==> src/rtl/uart_tx_sched.sv <==
// uart_tx_sched: round-robin scheduler sharing one UART transmitter among NREQ
// byte producers. It latches the winning byte, strobes tx_rdy until the
// transmitter reports busy, and then waits for the frame to end plus an idle gap.
// Optional start timeout is enabled by defining UART_TX_SCHED_TIMEOUT_EN.
module uart_tx_sched #(
    parameter int NREQ       = 4,
    parameter int GAP_CYCLES = 2,
    parameter int TIMEOUT    = 8
) (
    input  logic              clk,
    input  logic              rst,
    input  logic [NREQ-1:0]   req,
    input  logic [8*NREQ-1:0] req_data,
    output logic [NREQ-1:0]   ack,
    output logic              done,
    output logic [2:0]        done_id,
    output logic              err,
    output logic              active,
    output logic [7:0]        tx_data,
    output logic              tx_rdy,
    input  logic              tx_busy
);

    typedef enum logic [1:0] {IDLE, STROBE, WAIT_DONE, GAP} state_t;

    state_t      state;
    logic [2:0]  ptr;
    logic [2:0]  cur_id;
    logic [3:0]  gap_cnt;
    logic [7:0]  req_pad;
    logic [63:0] data_pad;
    logic        found;
    logic [2:0]  win;
    logic [3:0]  idx;
    logic [3:0]  nxt;

    // Pad to the 8-requester maximum so a 3-bit index selects exactly.
    assign req_pad  = 8'(req);
    assign data_pad = 64'(req_data);
    assign nxt      = {1'b0, win} + 4'd1;

    // First pending request at or above ptr, wrapping at NREQ-1.
    always_comb begin
        found = 1'b0;
        win   = '0;
        idx   = '0;
        for (int unsigned k = 0; k < NREQ; k++) begin
            idx = {1'b0, ptr} + 4'(k);
            if (idx >= 4'(NREQ)) idx = idx - 4'(NREQ);
            if (!found && req_pad[idx[2:0]]) begin
                found = 1'b1;
                win   = idx[2:0];
            end
        end
    end

`ifdef UART_TX_SCHED_TIMEOUT_EN
    logic [7:0] to_cnt;
`else
    assign err = 1'b0;
`endif

    // Scheduler FSM with registered handshake and status outputs.
    always_ff @(posedge clk) begin
        if (rst) begin
            state   <= IDLE;
            ptr     <= '0;
            cur_id  <= '0;
            gap_cnt <= '0;
            ack     <= '0;
            done    <= 1'b0;
            done_id <= '0;
            active  <= 1'b0;
            tx_rdy  <= 1'b0;
            tx_data <= '0;
`ifdef UART_TX_SCHED_TIMEOUT_EN
            to_cnt  <= '0;
            err     <= 1'b0;
`endif
        end else begin
            ack  <= '0;
            done <= 1'b0;
`ifdef UART_TX_SCHED_TIMEOUT_EN
            err  <= 1'b0;
`endif
            case (state)
                IDLE: begin
                    if (!tx_busy && found) begin
                        tx_data <= data_pad[{win, 3'b000} +: 8];
                        ack     <= NREQ'(8'd1 << win);
                        ptr     <= (nxt == 4'(NREQ)) ? 3'd0 : nxt[2:0];
                        cur_id  <= win;
                        tx_rdy  <= 1'b1;
                        active  <= 1'b1;
                        state   <= STROBE;
`ifdef UART_TX_SCHED_TIMEOUT_EN
                        to_cnt  <= '0;
`endif
                    end
                end
                STROBE: begin
                    if (tx_busy) begin
                        tx_rdy <= 1'b0;
                        state  <= WAIT_DONE;
                    end
`ifdef UART_TX_SCHED_TIMEOUT_EN
                    else if (to_cnt == 8'(TIMEOUT - 1)) begin
                        // Transmitter never started: drop the frame, keep ptr advanced.
                        tx_rdy <= 1'b0;
                        err    <= 1'b1;
                        if (GAP_CYCLES == 0) begin
                            active <= 1'b0;
                            state  <= IDLE;
                        end else begin
                            gap_cnt <= 4'(GAP_CYCLES - 1);
                            state   <= GAP;
                        end
                    end else begin
                        to_cnt <= to_cnt + 8'd1;
                    end
`endif
                end
                WAIT_DONE: begin
                    if (!tx_busy) begin
                        done    <= 1'b1;
                        done_id <= cur_id;
                        if (GAP_CYCLES == 0) begin
                            active <= 1'b0;
                            state  <= IDLE;
                        end else begin
                            gap_cnt <= 4'(GAP_CYCLES - 1);
                            state   <= GAP;
                        end
                    end
                end
                GAP: begin
                    if (gap_cnt == '0) begin
                        active <= 1'b0;
                        state  <= IDLE;
                    end else begin
                        gap_cnt <= gap_cnt - 4'd1;
                    end
                end
                default: state <= IDLE;
            endcase
        end
    end

endmodule

==> config.mk <==
export PLATFORM = sky130hd
export DESIGN_NAME = uart_tx_sched
export DESIGN_NICKNAME = d
export VERILOG_FILES = /design/src/rtl/uart_tx_sched.sv
export SDC_FILE = /design/constraint.sdc
export NUM_CORES = 1
export LEC_CHECK = 0
export ABC_AREA = 1
export BUFFER_PORTS_ARGS = -buffer_cell sky130_fd_sc_hd__buf_2
export CAP_MARGIN = 20
export CORE_MARGIN = 5
export CORE_UTILIZATION = 56
export DETAILED_ROUTE_END_ITERATION = 10
export PLACE_DENSITY = 0.85
export SLEW_MARGIN = 5
export SYNTH_ARGS = -nofsm -noshare
export SYNTH_HDL_FRONTEND = slang
export SYNTH_SLANG_ARGS = --single-unit
==> constraint.sdc <==
create_clock -name clk -period 5.4 [get_ports clk]
set_input_delay 0.81 -clock clk [delete_from_list [all_inputs] [get_ports clk]]
set_output_delay 0.81 -clock clk [all_outputs]
set_load 0.05 [all_outputs]
-- Word-level counts from Yosys, hierarchy flattened
Cells that the tools add are included.
- output and inout bits: 19
- bits in registers: 30
- input bits: 39
- logic and storage cells: 98
- bitwise gates (word level): 4
- muxes and demuxes: 35
- reductions and logical operators: 21
- add/sub/neg operators: 9
- shift-type cells: 2
- equality and inequality tests: 9
- $lt $le $gt $ge: 8
- operators by type and width (kind ; number):
    indexed part select 64 x 7 -> 8 bit ; 1
    2-to-1 mux 3 bit ; 9
    less-than comparator 3 x 4 -> 1 bit (second input constant) ; 4
    binary-select mux 1 bit (select 3 bit) ; 4
    greater-or-equal comparator 4 x 3 -> 1 bit (second input constant) ; 3
    2-to-1 mux 1 bit ; 12
    subtractor 3 bit (second input constant) ; 4
    != test 2 bit (second input constant) ; 5
    AND reduction 3 bit ; 3
    adder 3 x 1 -> 4 bit (second input constant) ; 2
    adder 3 x 2 -> 4 bit (second input constant) ; 2
    2-to-1 mux 2 bit ; 4
    2-to-1 mux 4 bit ; 2
    one-hot mux 2 bit (4 select lines) ; 1
    one-hot mux 4 bit (2 select lines) ; 1
    nonzero test 2 bit ; 3
    == test 2 bit (second input constant) ; 2
    == test 4 x 3 -> 1 bit (second input constant) ; 1
    logical AND 1 bit ; 4
    zero test 1 bit ; 4
    zero test 4 bit ; 1
    NOT 1 bit ; 4
    one-hot mux 1 bit (2 select lines) ; 2
    AND reduction 2 bit ; 2
    8 further kinds ; 8

-- Longest topological paths before layout
- word-level depth: 17
- mapped depth: 16
- mapped depth without buffers: 14

-- Worst setup path after synthesis
Ideal clock, no wire load.
- path kind: register to register
- from: register ptr[0]
- to: register tx_data[0]
- path buffers: 3
- stages on the path, launching flop included: 16
- slack: 3.279 ns
- data required time: 5.282 ns
- arrival time: 2.004 ns
- library setup time: 0.118 ns
- period minus slack after synthesis: 2.121 ns
- cells stage by stage: dfxtp_1 > buf_6 > inv_8 > ha_1 > inv_1 > nand3_1 > nand3_2 > nand4_4 > buf_8 > nand3_4 > buf_12 > inv_8 > nand3_1 > nand2_1 > nor2_1 > nor2_1
- word-level cells in the longest chain between the ends: 16
- elaborated cells between the ends (all ways): 40
- classes of those cells: add/sub: 7; order compare: 4; shift: 1; mux: 20; reduce/logical: 8
- RTL lines (item ; line ; source):
    from (decl) ; 27 ; logic [2:0] ptr;
    from (signal assigned) ; 91 ; ptr <= (nxt == 4'(NREQ)) ? 3'd0 : nxt[2:0];
    branches (longest 16 deep; another with adder 3 x 1 -> 4 bit) ; -- ;
    to (signal assigned) ; 89 ; tx_data <= data_pad[{win, 3'b000} +: 8];
    to (decl) ; 19 ; output logic [7:0] tx_data,
Several ways; the timed one is not identified. The select of a mux whose other input is x is not followed.
A chain may end at the register's enable or synchronous reset.

-- Final worst setup path
- from: register ptr[0]
- to: register tx_data[5]
Same word-level chain as after synthesis.

==> impl_results.md <==
* Ys flop type: dfxtp_1
* Share of layout cells above drive strength 1 at 29.7%
* Vias per inst at 5.09
* Setup TNS at 0 ns
* Dpl hpwl at ~3700 um
* Max IR drop VDD at about 0.30 mV
* DR WL/cell at approximately 12 um
* Vias in the first global route at just under 2000
* Initial drt markers at 106
* NumNets Final at 386
* Port Buffers at 56
* Synth Net Count at 332
* ANT nets after route at 0
* Cts hold-fix bufs at 0
* N_diodes at 0
* Initial antenna violation count at 0
* Worst Skew at 0.0151 ns
* Hold Path Origin: cur_id[1]
* Area added between synthesis and finish at 15.5%
* H-tree depth at 2
* Clock slew at reported path FFs at 0.10 ns
* Final Hold Viols at 0
* RR Startpoint: ptr[0]
* Post-synth EDFFs at 0
* Reg2reg path depth at 13
* First-pass GRT wire length at roughly 8300 um
* Setup repair bufs after CTS at 0
* Max Clock Freq at 380 MHz
* RSZ-0062 raised after global routing: no
* Height of the die at 69.9 um
* Tcrit/Tclk final at 48.7%
* Crit path from: ptr[0]
* DIE AREA at 0.00489 sq mm
* Die X at 69.9 um
* Leakage power at approximately 1.2 nW
* Pre-CTS setup slack at 2.79 ns
* Initial core utilization at 58.9%
* Crit end category: flop
* Synth cell types at 37
* CTS buffer count at 5
* IO Pins at 58
* Crit Path Category: reg2reg
* Grt total ovfl at 0
* Status: complete, no violations
* Synth warn at 0
* R2r setup slk at 2.77 ns
* Asr flop ratio synth at 0%
* Routed WL at 4670 um
* Seq/Total Area, Yosys at 29.9%
* Core Area at between 0.003 and 0.004 sq mm
* Critical Path Fanout Max at 20
* Largest net degree at the start of global routing at 21
* Post-Syn Instances at 285
* Hold endpoint: cur_id[1]
* Slew Viols, Final at 0
* Setup crit start kind: flop
* PnR worst setup slack at 2.77 ns
* Yosys reg bits at 30
* Avg Cell Area, Syn at 7.06 sq um
* Synthesized area at slightly above 0.002 sq mm
* TritonCTS clock tree: done
* Final Setup Violations at 0
* Total Routing Usage GR at 20.3%
* # rows at 21
* Clk_lat worst skew at 0.34 ns
* Worst min path class: reg2reg
* Max Cap Viol at 0
* CTS Sinks at 30
* Post-CTS Resized at 0
* Routed via count at 1964
* Pwr dens at between 700 and 800 mW/mm^2
* Fin util at 68.1%
* Hold Crit Depth at 2
* Pre-antenna DRT Iters at 4
* Critical Path AT at 2.86 ns
* Max clock buf depth at 2
* Root buffer cell: clkbuf_4
* Power, Total at 0.00174 W
* # DRC at 0
* Final GP Congestion at 0.940
* Worst Path Required at between 5 and 6 ns
* Tmin final at 2.63 ns
* FF-to-FF End: tx_data[5]
## flip-flops by register name, summed over array words and instances, names as in the netlist, 2 cells and up
name / flops
cur_id: 3
tx_data: 8
ptr: 3
done_id: 3
state: 2
ack: 4
gap_cnt: 4
## cell usage after synthesis (2+ instances only)
library cell	instances	share of area (%)
a211oi_1	2	0.75
a21oi_1	4	1.0
a31oi_1	2	0.62
buf_6	3	1.7
clkbuf_1	2	0.37
dfxtp_1	30	30
ha_1	8	5.0
inv_1	41	7.6
inv_2	2	0.37
inv_8	2	1.1
nand2_1	43	8.0
nand2_2	16	5.0
nand2_4	2	1.1
nand3_1	34	8.5
nand3_2	3	1.5
nand3_4	5	4.4
nand4_1	11	3.4
nor2_1	39	7.3
nor3_1	4	1.0
o21ai_0	15	3.7
## cell type report
type / instances / area [sq um]
multi-input combinational: 199 / 1130
fill: 334 / 1090
sequential: 30 / 601
timing repair buffer: 56 / 280
inverter: 47 / 194
tap: 46 / 57.6
clock buffer: 6 / 51.3
clock inverter: 2 / 12.5
## power breakdown
part           switching (W)  internal [W]  total (W)  leakage (nW)
sequential         0.0000548      0.000301   0.000356         0.246
combinational       0.000887      0.000357    0.00124         0.950
clock              0.0000792     0.0000625   0.000142        0.0343
## routing by layer
layer  track usage, %  share of wire (%)  up-vias
li1                 -                  -     1025
met1             24.8                 45      881
met2             34.5                 49       49
met3             4.45                5.1        9
met4             8.30                1.6        0
met5                0                  0        -
## how the worst max path moves through the flow
stage	endpoint
floorplan	tx_data[0]
global placement	tx_data[5]
detailed placement	tx_data[5]
CTS	tx_data[5]
global route	tx_data[5]
finish	tx_data[5]
## metrics by stage
step                      hold WS [ns]  cell area [sq um]  std cells
after floorplan                  0.436               2010        285
final                            0.480               2320        386
after global placement           0.448               2260        378
after detailed placement         0.454               2260        378
after CTS                        0.487               2320        386
after global routing             0.512               2320        386
## critical path, stage by stage, from the launching register on
cell and delay (ns):
dfxtp_1 0.64, inv_8 0.09, ha_1 0.37, inv_1 0.12, nand3_2 0.12, nand3_4 0.11, a21oi_1 0.18, nand2_2 0.16
nand3_4 0.34, inv_8 0.07, nand3_1 0.07, nand2_1 0.08, nor2_1 0.12, nor2_1 0.05
## cells in the final DEF (no fill, tap or decap), types with 2 or more instances in the layout
cell / instances
nand4_1: 11
nand3_1: 34
nor3_1: 4
nand2_1: 43
a211oi_1: 2
buf_2: 56
nand2_4: 2
inv_2: 2
nand3_2: 3
ha_1: 8
a21oi_1: 4
inv_8: 2
clkbuf_4: 5
nor2_1: 39
nand2_2: 16
a31oi_1: 2
inv_1: 41
nand3_4: 5
dfxtp_1: 30
o21ai_0: 15
## cells by family after synthesis
family	count (synthesis)	share of synthesized area, %
and+or+nand+nor	162	42.7
buffers and inverters	56	14.1
DFF	30	29.9
AOI/OAI and AO/OA	28	8.21
adders and majority gates	8	4.98
other	1	0.186
(Power assumes the default switching activity.)
